===== src/rtl/ps2_arrow_decoder.sv =====
// PS/2 scan-code decoder turning arrow/keypad/WASD-style makes into per-player arrow events.
// Optional macro ARROW_REPEAT_SUPPRESS_EN drops typematic repeats until the key's break code.
module ps2_arrow_decoder #(
    parameter int unsigned PREFIX_TIMEOUT = 100000
) (
    input  logic       clock,
    input  logic       resetn,
    input  logic [7:0] ps2_key_data,
    input  logic       ps2_key_pressed,
    output logic       player1_key_pressed,
    output logic [7:0] player1_arrow_input,
    output logic       player2_key_pressed,
    output logic [7:0] player2_arrow_input,
    output logic       game_reset_req
);

    localparam int unsigned CNT_RAW  = $clog2(PREFIX_TIMEOUT + 1);
    localparam int unsigned CNT_W    = (CNT_RAW > 16) ? CNT_RAW : 16;
    localparam int unsigned KEY_W    = 4;
    localparam int unsigned NUM_KEYS = 9;
    localparam logic [KEY_W-1:0] NO_KEY   = KEY_W'(15);
    localparam logic [KEY_W-1:0] KEY_RST  = KEY_W'(8);
    localparam logic [CNT_W-1:0] CNT_LAST = CNT_W'(PREFIX_TIMEOUT - 1);
    localparam logic [7:0] BYTE_EXT = 8'he0;
    localparam logic [7:0] BYTE_BRK = 8'hf0;

    typedef enum logic [1:0] {
        IDLE    = 2'd0,
        EXT     = 2'd1,
        BRK     = 2'd2,
        EXT_BRK = 2'd3
    } state_t;

    state_t           state, state_d;
    logic [CNT_W-1:0] cnt, cnt_d;
    logic [KEY_W-1:0] key_idx;
    logic             ext_flag;
    logic             make_ev;
    logic             accept;
    logic             p1_pulse_d, p2_pulse_d, rst_req_d;
    logic [7:0]       p1_code_d, p2_code_d;
`ifdef ARROW_REPEAT_SUPPRESS_EN
    logic [NUM_KEYS-1:0] held, held_d;
`endif

    assign ext_flag = (state == EXT) || (state == EXT_BRK);

    // Key index 0-3: player 1 up/left/down/right, 4-7: player 2, 8: game reset
    always_comb begin
        key_idx = NO_KEY;
        if (!ext_flag) begin
            case (ps2_key_data)
                8'h1d:   key_idx = KEY_W'(0);
                8'h1c:   key_idx = KEY_W'(1);
                8'h1b:   key_idx = KEY_W'(2);
                8'h23:   key_idx = KEY_W'(3);
                8'h75:   key_idx = KEY_W'(4);
                8'h6b:   key_idx = KEY_W'(5);
                8'h72:   key_idx = KEY_W'(6);
                8'h74:   key_idx = KEY_W'(7);
                8'h2d:   key_idx = KEY_RST;
                default: key_idx = NO_KEY;
            endcase
        end else begin
            case (ps2_key_data)
                8'h75:   key_idx = KEY_W'(4);
                8'h6b:   key_idx = KEY_W'(5);
                8'h72:   key_idx = KEY_W'(6);
                8'h74:   key_idx = KEY_W'(7);
                default: key_idx = NO_KEY;
            endcase
        end
    end

    // Next-state, prefix timeout and event generation
    always_comb begin
        state_d    = state;
        cnt_d      = cnt;
        make_ev    = 1'b0;
        accept     = 1'b0;
        p1_pulse_d = 1'b0;
        p2_pulse_d = 1'b0;
        rst_req_d  = 1'b0;
        p1_code_d  = player1_arrow_input;
        p2_code_d  = player2_arrow_input;
`ifdef ARROW_REPEAT_SUPPRESS_EN
        held_d     = held;
`endif

        if (ps2_key_pressed) begin
            cnt_d = '0;
            case (state)
                IDLE: begin
                    if (ps2_key_data == BYTE_EXT)      state_d = EXT;
                    else if (ps2_key_data == BYTE_BRK) state_d = BRK;
                    else                               make_ev = 1'b1;
                end
                EXT: begin
                    if (ps2_key_data == BYTE_BRK)      state_d = EXT_BRK;
                    else if (ps2_key_data == BYTE_EXT) state_d = EXT;
                    else begin
                        make_ev = 1'b1;
                        state_d = IDLE;
                    end
                end
                BRK, EXT_BRK: begin
                    state_d = IDLE;
`ifdef ARROW_REPEAT_SUPPRESS_EN
                    if (key_idx != NO_KEY) held_d[key_idx] = 1'b0;
`endif
                end
                default: state_d = IDLE;
            endcase
        end else if (state != IDLE) begin
            // A strobe on the expiry cycle takes the branch above instead
            if (cnt >= CNT_LAST) begin
                state_d = IDLE;
                cnt_d   = '0;
            end else begin
                cnt_d = cnt + CNT_W'(1);
            end
        end

`ifdef ARROW_REPEAT_SUPPRESS_EN
        accept = make_ev && (key_idx != NO_KEY) && !held[key_idx];
        if (accept) held_d[key_idx] = 1'b1;
`else
        accept = make_ev && (key_idx != NO_KEY);
`endif

        if (accept) begin
            if (key_idx < KEY_W'(4)) begin
                p1_pulse_d = 1'b1;
                p1_code_d  = 8'(key_idx) + 8'd1;
            end else if (key_idx < KEY_RST) begin
                p2_pulse_d = 1'b1;
                p2_code_d  = 8'(key_idx) - 8'd3;
            end else begin
                rst_req_d  = 1'b1;
            end
        end
    end

    always_ff @(posedge clock or negedge resetn) begin
        if (!resetn) begin
            state               <= IDLE;
            cnt                 <= '0;
            player1_key_pressed <= 1'b0;
            player1_arrow_input <= 8'h00;
            player2_key_pressed <= 1'b0;
            player2_arrow_input <= 8'h00;
            game_reset_req      <= 1'b0;
        end else begin
            state               <= state_d;
            cnt                 <= cnt_d;
            player1_key_pressed <= p1_pulse_d;
            player1_arrow_input <= p1_code_d;
            player2_key_pressed <= p2_pulse_d;
            player2_arrow_input <= p2_code_d;
            game_reset_req      <= rst_req_d;
        end
    end

`ifdef ARROW_REPEAT_SUPPRESS_EN
    always_ff @(posedge clock or negedge resetn) begin
        if (!resetn) held <= '0;
        else         held <= held_d;
    end
`endif

endmodule


===== config.mk =====
export PLATFORM = sky130hd
export DESIGN_NAME = ps2_arrow_decoder
export DESIGN_NICKNAME = d
export VERILOG_FILES = /design/src/rtl/ps2_arrow_decoder.sv
export SDC_FILE = /design/constraint.sdc
export NUM_CORES = 1
export LEC_CHECK = 0
export CORE_MARGIN = 10
export CORE_UTILIZATION = 52
export CTS_CLUSTER_DIAMETER = 120
export DETAILED_ROUTE_END_ITERATION = 12
export GPL_TIMING_DRIVEN = 1
export PLACE_DENSITY = 0.87
export SLEW_MARGIN = 20
export SYNTH_ARGS = -nofsm -noshare
export SYNTH_HDL_FRONTEND = slang
export SYNTH_SLANG_ARGS = --single-unit

===== constraint.sdc =====
create_clock -name clock -period 3.5 [get_ports clock]
set_clock_uncertainty 0.1 [all_clocks]
set_input_delay 0.525 -clock clock [delete_from_list [all_inputs] [get_ports clock]]
set_output_delay 0.525 -clock clock [all_outputs]
set_load 0.005 [all_outputs]

Word level (Yosys, flattened, before mapping)
Index checks and enable logic that the tools add are counted.
Operators by class
  magnitude comparators: 3
  equal/unequal tests: 16
  reduce and logical (&&, ||, !) cells: 10
  muxes and demuxes: 28
  bitwise operators: 1
  $add $sub $neg: 3
Operators by type and width (count)
  2-to-1 mux 17 bit: 3
  case mux 4 bit (9 select lines): 1
  == test 8 x 7 -> 1 bit, second input constant: 4
  == test 8 x 5 -> 1 bit, second input constant: 3
  adder 17 x 1 -> 17 bit, second input constant: 1
  >= comparator 17 bit, second input constant: 1
  == test 8 x 6 -> 1 bit, second input constant: 2
  == test 8 bit, second input constant: 2
  case mux 4 bit (4 select lines): 1
  2-to-1 mux 1 bit: 14
  2-to-1 mux 2 bit: 6
  inequality test 4 bit, second input constant: 2
  case mux 2 bit (3 select lines): 1
  AND reduction 3 bit: 2
  nonzero test 2 bit: 3
  adder 4 x 1 -> 5 bit, second input constant: 1
  subtractor 4 x 2 -> 5 bit, second input constant: 1
  == test 2 bit, second input constant: 2
  less-than comparator 4 x 3 -> 1 bit, second input constant: 1
  less-than comparator 4 bit, second input constant: 1
  2-to-1 mux 4 bit: 1
  == test 2 x 1 -> 1 bit, second input constant: 1
  logical NOT 2 bit: 1
  case mux 1 bit (2 select lines): 1
  5 further kinds: 5
Word-level totals
  word-level logic and storage cells: 68
  output and inout bits: 19
  flip-flop bits (word level): 38

Logic depth before layout (Yosys ltp)
Gate-level depths: netlist (run 1).
  depth in word-level cells: 7
  gate-level depth with buffers: 8
  depth with buffers taken out: 7

Worst setup path after synthesis (run 1)
Ideal clock, no wire load.
  path type: input -> register
  start: input port ps2_key_data[4]
  end: register player1_arrow_input[1]
  arrival: 1989 ps
  slack: 1286 ps
  stages on the path: 8
  cell sequence: buf_2 and3b_1 o21ai_0 a211oi_2 nand2b_1 nand2_1 ha_1 mux2_2
On the way
  word-level cells in the longest chain between the ends: 7
RTL lines
  start: declaration: line 8  | input logic [7:0] ps2_key_data,
  parallel branches: the longest is 7 deep, another holds less-than comparator 4 x 3 -> 1 bit
  end signal: assignment: line 157  | player1_arrow_input <= p1_code_d;
  end: declaration: line 11  | output logic [7:0] player1_arrow_input,
Several ways; the timed one is not identified.
A chain may end at the register's enable or synchronous reset.

Worst setup path in the final report (run 1)
  start: input port ps2_key_data[4]
  end: register player2_arrow_input[1]
On the way
  word-level cells in the longest chain between the ends: 7
RTL lines
  parallel branches: the longest is 7 deep, another holds less-than comparator 4 x 3 -> 1 bit
  end signal: assignment: line 159  | player2_arrow_input <= p2_code_d;
  end: declaration: line 13  | output logic [7:0] player2_arrow_input,
Several ways; the timed one is not identified.

==> flow_summary.toml, run 1 <==
[route]
firstDrtPassIters = 4
drc = 0
via_count = 1643
vias_per_cell = 5.89
drt-initial-drc-count = 136
routed_wl_um = 4050
ant_nets = 0
wl_per_cell_um = 14.5

[placement]
dp_cells = 271
pre_cts_slack_ps = 683
port_buffers = 26
gp_congestion = 0.852
hpwl_um = 3040

[final_layout]
fillCellCount = 296
fin_cells = 279
antennaDiodeCount = 0
final_nets = 245
post-route-util_pct = 66.0
area_growth_pct = 19.7
layout-drive-gt1-share_pct = 11.2

[worst_setup_path]
cp_max_fo = 10
crit_buf_inv = 1
timing.rr.start = "cnt[0]$_DFFE_PN0P_"
r2r_end = "cnt[4]$_DFFE_PN0P_"
start_kind = "input port"
worstPathRequired_ps = 3630
critPathCaptureType = "flop"
regToRegSetupSlack_ps = 1260
critPathKind = "in -> reg"
crit_arrival_ps = 2640
crit_path_start = "ps2_key_data[4]"
reg2reg_depth = 7
crit_chain = "clkdlybuf4s50_1 -> and3b_1 -> o21ai_0 -> a211oi_2 -> nand2b_1 -> nand2_1 -> ha_1 -> mux2_4"
critPathTopFamily = "buffers and inverters"
crit_path_top_delay_cell = "clkdlybuf4s50_1"
crit_path_max_incr_delay_ps = 560

[grt]
grt_pass1_vias = 1483
grtUsageMet3_pct = 3.45
grt_pass1_wl_um = 6600
overflow = 0
top_usage_layer = "met2"
use_met2_pct = 18.9
grt_start_max_net_pins = 33
grt.total_usage_pct = 12.4
antenna_found_initial = 0
grt_use_met1_pct = 15.8

[synth]
synth-compound-area-share_pct = 17.9
synth_common_cells = "dfrtp_1 (32), nand2_1 (19), o21ai_0 (15)"
synth-edff-count = 0
synth.avg_cell_area_sq_um = 9.28
yosys.area.top_type_share_pct = 42.5
yosysTopAreaCell = "dfrtp_1"
synthArstFlopShare_pct = 100
synth_top_family_by_area = "simple AND/OR/NAND/NOR gates"
synth_seq_cells = 32
synth_cell_type_count = 48
synth_seq_area_share_pct = 42.5
synth_xor_area_share_pct = 0.930
ys.flop_type = "dfrtp_1"
synth_simple_gate_area_share_pct = 27.2
synth.area.mux_share_pct = 5.25
synthAdderAreaFrac_pct = 1.33
synthesis.instances = 203
yosysMostFrequentCell = "dfrtp_1"
ys_warn_count = 0
synth_area_leaders = "dfrtp_1 (42%), o21ai_0 (4.0%), nand2_1 (3.8%)"
syn_area_sq_um = 1880

[clocking]
post_cts.repair.setup_buffers = 0
root_buffer = "clkbuf_4"
cts_sinks = 32
ctsHoldBuffers = 0
clk_pin_slew_ps = 90
htreeDepth = 2
clk_path_buf_depth = 2
cts_buffers = 5
insertion_delay_ps = 340
post_cts_resized = 0
cts_tree = "built"

[sta]
fmax_ghz = 0.399
finalSetupTns_ps = 0
relSlewSlack_pct = 52.4
hold_violations = 0
finalCriticalPeriod_ps = 2510
setup_ws_ps = 993
rsz0062_at_grt = "false"
min_period_over_period_pct = 71.6
drv_slew = 0
worstMarginPinSlew_ps = 707
setup_violations = 0

[floorplan]
die_y_um = 80.2
die_w_um = 80.2
design.core.area_sq_um = 3420
die_area_sq_um = 6430
rows = 21
pin_count = 30
initial_utilization_pct = 55.2

[min_path]
min_to = "player1_arrow_input[4]$_DFFE_PN0P_"
hold-path-cell-count = 1
min_from = "player1_arrow_input[4]$_DFFE_PN0P_"
worst_hold_path_type = "reg -> reg"

[power]
ir_drop_v = 0.000348
p_per_area_nw_per_um2 = 347
leakage_nw = 0.952

[run]
max_cap_violations = 0

[outcome]
outcome = "finished clean"
[cell usage in the layout (no fill, tap or decap), types with 3 or more instances in the layout]
cell type / netlist / layout
o21ai_0: 15 / 15
nand2_1: 19 / 19
conb_1: 1 / 3
dfrtp_1: 32 / 32
nor2_1: 12 / 12
and3_1: 3 / 3
nor2b_1: 9 / 9
inv_1: 6 / 6
a22o_1: 8 / 8
clkbuf_4: 0 / 5
mux2_2: 3 / 3
mux2_4: 3 / 3
buf_4: 6 / 5
nor4_1: 4 / 4
a21oi_1: 11 / 11
nand3_1: 9 / 9
nand2b_1: 4 / 4
nand3b_1: 3 / 3
clkdlybuf4s50_1: 0 / 26
a21o_1: 4 / 4
nand4_1: 4 / 4
and2_1: 3 / 3
or3_1: 4 / 4
nor3_1: 4 / 4
[cell families (layout without fill, tap and decap cells)]
| kind of cell | count (synthesis) | in the layout |
|---|---|---|
| DFF | 32 | 32 |
| muxes | 8 | 8 |
| other | 1 | 3 |
| adders and majority gates | 2 | 2 |
| AOI/OAI and AO/OA | 51 | 51 |
| buffers and inverters | 17 | 45 |
| xor gates and xnor gates | 2 | 2 |
| and+or+nand+nor | 90 | 90 |
[worst max path at each step]
stage,end,slack (ps),depth (start not counted)
after global routing,player2_arrow_input[1]$_DFFE_PN0P_,890,8
after floorplan,player1_arrow_input[1]$_DFFE_PN0P_,1290,8
after detailed placement,player2_arrow_input[1]$_DFFE_PN0P_,680,8
after global placement,player1_arrow_input[1]$_DFFE_PN0P_,690,8
final,player2_arrow_input[1]$_DFFE_PN0P_,990,8
after CTS,player2_arrow_input[1]$_DFFE_PN0P_,1040,8
[worst register-to-register path: cells and delay by family (launching register included)]
family	cells	cell delay (ps)
AOI/OAI and AO/OA	5	1140
DFF	1	440
buffers and inverters	1	240
adders and majority gates	1	220
[cell type report]
type	count	area (sq um)	area share [%]
Clock buffer	6	41.3	1.83
Clock inverter	2	35.0	1.55
Inverter	6	22.5	0.998
Multi-Input combinational cell	156	1000	44.4
Sequential cell	32	801	35.5
Tap cell	46	57.6	2.55
Timing Repair Buffer	31	298	13.2
[sequential cells by signal, summed over array words and instances (netlist names)]
name / flops
cnt: 17
game_reset_req: 1
player1_arrow_input: 5
player1_key_pressed: 1
player2_arrow_input: 5
player2_key_pressed: 1
state: 2
[power by group]
group | total, mW | switching, mW | internal, mW
clock | 0.271 | 0.121 | 0.150
combinational | 0.115 | 0.0535 | 0.0613
sequential | 0.397 | 0.0117 | 0.385
[per-layer routing]
layer | vias to the layer above | part of all wire, %
li1 | 785 | -
met1 | 777 | 45
met2 | 76 | 46
met3 | 5 | 8.6
met4 | 0 | 0.54
met5 | - | 0
[through the flow]
stage          area (sq um)  power (mW)  hold slack (ps)
3_5_place_dp           2180       0.519              395
6_report               2260       0.783              412
3_3_place_gp           2180       0.516              368
5_1_grt                2260       0.825              426
2_1_floorplan          1890       0.459              129
4_1_cts                2260       0.790              416
Power figures use the tool's default switching activity.
==> run 2, diff against run 1 <==
Settings changed: CORE_UTILIZATION 52 to 48, PLACE_DENSITY 0.87 to 0.85.
Clock period 3.5 ns to 2.2 ns, I/O delays scaled along.
==> flow_summary.toml, run 2 (synthesized netlist as in run 1, its figures left out) <==
[sta]
fin_hold_ws_ps = 338
setup_violations = 0
hold_violations = 0
fmax_ghz = 0.474
min_period_over_period_pct = 96.0
relSlewSlack_pct = 63.0
drv_slew = 0
worstMarginPinSlew_ps = 550
rsz0062_at_grt = "false"
finalCriticalPeriod_ps = 2110

[clocking]
clk_path_buf_depth = 2
cts_buffers = 5
cts_sinks = 32
clk_pin_slew_ps = 70
insertion_delay_ps = 290
cts_tree = "built"
root_buffer = "clkbuf_8"
htreeDepth = 2
ctsHoldBuffers = 0

[worst_setup_path]
crit_path_max_incr_delay_ps = 420
crit_arrival_ps = 2190
critPathKind = "in -> reg"
worstPathRequired_ps = 2280
critPathTopFamily = "simple AND/OR/NAND/NOR gates"
critPathCaptureType = "flop"
crit_buf_inv = 1
crit_chain = "clkdlybuf4s50_1 -> or3_4 -> a211oi_4 -> nand2b_4 -> nand2_1 -> ha_1 -> mux2_2"
start_kind = "input port"
cp_max_fo = 3
crit_path_top_delay_cell = "clkdlybuf4s50_1"

[placement]
port_buffers = 26
hpwl_um = 3500
dp_cells = 297
gp_congestion = 0.979

[grt]
antenna_found_initial = 0
grt_pass1_wl_um = 7870
overflow = 0
grt_start_max_net_pins = 33
grt.total_usage_pct = 14.6
grt_pass1_vias = 1739

[floorplan]
die_area_sq_um = 6830
die_y_um = 82.7
design.core.area_sq_um = 3720
pin_count = 30
initial_utilization_pct = 50.7
rows = 22
die_w_um = 82.7

[route]
via_count = 1711
wl_per_cell_um = 15.4
routed_wl_um = 4710
ant_nets = 0
firstDrtPassIters = 4
drt-initial-drc-count = 134
drc = 0
vias_per_cell = 5.59

[power]
power.switching_mw = 0.336
p_per_area_nw_per_um2 = 562
p_comb_share_pct = 14.9
intPower_mw = 1.06
leakage_nw = 1.10
ir_drop_v = 0.000397
p_seq_share_pct = 45.4
power_mw = 1.40
clockPowerShare_pct = 39.7
p_sw_share_pct = 24.0

[final_layout]
largest-register = "cnt"
largest_reg_flops = 17
final_nets = 270
reg.largest.list = "cnt: 17 flops, player1_arrow_input: 5 flops, player2_arrow_input: 5 flops"
mostFrequentLayoutCells = "dfrtp_1 (32), buf_4 (30), clkdlybuf4s50_1 (20)"
final_common_cell = "dfrtp_1"
area_growth_pct = 32.2
fillCellCount = 282
fin_cells = 306
antennaDiodeCount = 0
post-route-util_pct = 67.0
layout-drive-gt1-share_pct = 20.9

[outcome]
outcome = "finished clean"

[run]
max_cap_violations = 0

[min_path]
worst_hold_path_type = "in -> async"
## run 2: final cells by class
cell class	instances	area (sq um)	share of cell area [%]
inverters	6	22.5	0.904
flip-flops and latches	32	801	32.1
well taps	48	60.1	2.41
clock inverters	2	35.0	1.41
clock buffers	6	72.6	2.91
repair buffers	56	478	19.2
multi-input cells	156	1020	41.0
## run 2: worst reg2reg max path: cells and delay by family (launching register included)
kind / cells / cell delay, ps
multiplexers: 1 / 270
adder cells (fa/ha/maj): 1 / 310
flip-flops: 1 / 380
AO/OA/AOI/OAI: 1 / 210
AND/OR/NAND/NOR: 3 / 650
## run 2: metal layers
metal  track usage, %  part of all wire [%]  vias to the layer above
met5                0                     0                        -
met4             4.52                  0.66                        0
met3             4.54                   6.4                        4
met2             23.9                    48                       39
met1             17.9                    45                      830
li1                 -                     -                      838
## run 2: power by group through the flow
stage	combinational [mW]	sequential, mW	clock, mW
6_report	0.209	0.635	0.556
4_1_cts	0.209	0.635	0.560
5_1_grt	0.229	0.638	0.589
2_1_floorplan	0.0889	0.641	0
3_5_place_dp	0.209	0.646	0
3_3_place_gp	0.202	0.642	0
## run 2: metrics by stage
step,worst slack [ps],TNS (ps),instance area [sq um]
after floorplan,159,0,1890
after CTS,33.0,0,2490
after global routing,18.5,0,2490
final,88.7,0,2490
after global placement,-311,-2470,2360
after detailed placement,-400,-3200,2360
## run 2: path summary, 6_finish.rpt
kind | startpoint | end | slack, ps | depth (start not counted)
max | ps2_key_data[7] | player1_arrow_input[1]$_DFFE_PN0P_ | 90 | 7
min | resetn | player2_key_pressed$_DFF_PN0_ | 340 | 2
max reg2reg | state[0]$_DFFE_PN0P_ | player1_arrow_input[1]$_DFFE_PN0P_ | 160 | 6
min reg2reg | player1_arrow_input[4]$_DFFE_PN0P_ | player1_arrow_input[4]$_DFFE_PN0P_ | 390 | 1
max in group asynchronous | resetn | cnt[1]$_DFFE_PN0P_ | 1370 | 2
min in group clock | player1_arrow_input[4]$_DFFE_PN0P_ | player1_arrow_input[4]$_DFFE_PN0P_ | 390 | 1
## run 2: timing repair
item | CTS | global route
resized for setup | 10 | 1
setup endpoints to repair | 4 | 2
pin swaps | 1 | 1
setup buffers | 1 | 0
==> run 3, diff against run 2 <==
Settings changed: PLACE_DENSITY 0.85 to 0.76.
==> flow_summary.toml, run 3 (synthesized netlist as in run 1, its figures left out) <==
[sta]
finalCriticalPeriod_ps = 2090
fmax_ghz = 0.479
finalSetupTns_ps = 0
min_period_over_period_pct = 95.0
hold_violations = 0
worstMarginPinSlew_ps = 556
drv_slew = 0
rsz0062_at_grt = "false"
setup_violations = 0
relSlewSlack_pct = 62.6

[final_layout]
mostFrequentLayoutCells = "dfrtp_1 (32), buf_4 (32), nand2_1 (19), clkdlybuf4s50_1 (19), o21ai_0 (14)"
largest_reg_flops = 17
final_nets = 272
layout-drive-gt1-share_pct = 22.3
fillCellCount = 309
antennaDiodeCount = 0
area_growth_pct = 33.7
fin_area_sq_um = 2520
reg.largest.list = "cnt: 17 flops, player1_arrow_input: 5 flops, player2_arrow_input: 5 flops"
largest-register = "cnt"

[grt]
overflow = 0
grt_pass1_vias = 1754
grt.total_usage_pct = 15.3
antenna_found_initial = 0
grt_pass1_wl_um = 8180
grt_start_max_net_pins = 33

[route]
ant_nets = 0
drc = 0
firstDrtPassIters = 4
vias_per_cell = 5.54
wl_per_cell_um = 15.6
via_count = 1706
routed_wl_um = 4810
drt-initial-drc-count = 140

[power]
p_per_area_nw_per_um2 = 561
ir_drop_v = 0.000307
leakage_nw = 1.12
power_mw = 1.41

[outcome]
outcome = "finished clean"

[placement]
port_buffers = 26
hpwl_um = 3480
gp_congestion = 0.909
place_area_sq_um = 2350

[worst_setup_path]
critPathKind = "reg -> reg"
critPathCaptureType = "flop"
start_kind = "flop"
crit_arrival_ps = 2180
crit_path_top_delay_cell = "or3_4"
regToRegSetupSlack_ps = 110
crit_chain = "or3_4 -> a211oi_4 -> a31oi_1 -> a21o_1 -> ha_1 -> mux2_2"
crit_path_max_incr_delay_ps = 420
cp_max_fo = 3
worstPathRequired_ps = 2290
critPathTopFamily = "compound AO/OA/AOI/OAI gates"
crit_buf_inv = 0

[clocking]
cts_sinks = 32
cts_tree = "built"
root_buffer = "clkbuf_8"
clk_path_buf_depth = 2
htreeDepth = 2
cts_buffers = 5
insertion_delay_ps = 290
clk_pin_slew_ps = 80

[floorplan]
rows = 22
initial_utilization_pct = 50.7
die_y_um = 82.7
design.core.area_sq_um = 3720
pin_count = 30
die_area_sq_um = 6830
die_w_um = 82.7

[run]
max_cap_violations = 0

[min_path]
worst_hold_path_type = "in -> async"
==> run 3: cell type report <==
type                       instances  area (sq um)  share of cell area [%]
multi-input combinational        156          1030                    40.7
sequential                        32           801                    31.8
timing repair buffer              58           499                    19.8
clock buffer                       5          68.8                    2.73
tap                               48          60.1                    2.38
clock inverter                     3          42.5                    1.69
inverter                           6          22.5                   0.894
==> run 3: repair_timing <==
item                       CTS  global route
hold buffers                 0             0
pin swaps                    1             3
setup endpoints to repair    4             8
resized for setup            7             6
setup buffers                3             1
==> run 3: final timing paths <==
path                                                    startpoint  cells past startpoint                            endpoint
worst max-delay path                          state[0]$_DFFE_PN0P_                      6  player1_arrow_input[1]$_DFFE_PN0P_
worst min-delay path                                        resetn                      2                state[0]$_DFFE_PN0P_
worst max register to register                state[0]$_DFFE_PN0P_                      6  player1_arrow_input[1]$_DFFE_PN0P_
worst min register to register  player1_arrow_input[4]$_DFFE_PN0P_                      1  player1_arrow_input[4]$_DFFE_PN0P_
max in group asynchronous                                   resetn                      2                  cnt[0]$_DFFE_PN0P_
min in group clock              player1_arrow_input[4]$_DFFE_PN0P_                      1  player1_arrow_input[4]$_DFFE_PN0P_
==> run 3: per-stage QoR <==
step                utilization (%)  hold slack (ps)  std cells  setup WS [ps]
floorplan                         -            -65.6        205            159
global placement               63.4              368        296           -336
detailed placement             63.4              379        296           -417
CTS                            67.1              356        307          0.825
global route                   67.8              402        308           15.5
finish                         67.8              335        308            110
==> run 3: per-layer routing <==
layer | routed length (um) | GRT usage (%)
met1 | 2200 | 18.9
met2 | 2330 | 24.8
met3 | 200 | 3.46
met4 | 71 | 6.69
met5 | 0 | 0
==> run 3: worst reg2reg max path, delay by kind of cell (launching register included) <==
family	cells	cell delay [ps]
mux	1	260
flops	1	400
simple gates	1	420
fa+ha+maj	1	300
compound gates	3	510
==> run 3: power breakdown <==
| group | internal [mW] | leakage [nW] | switching [mW] |
|---|---|---|---|
| Sequential | 0.613 | 0.439 | 0.0185 |
| Clock | 0.335 | 0.0541 | 0.240 |
| Combinational | 0.114 | 0.631 | 0.0948 |
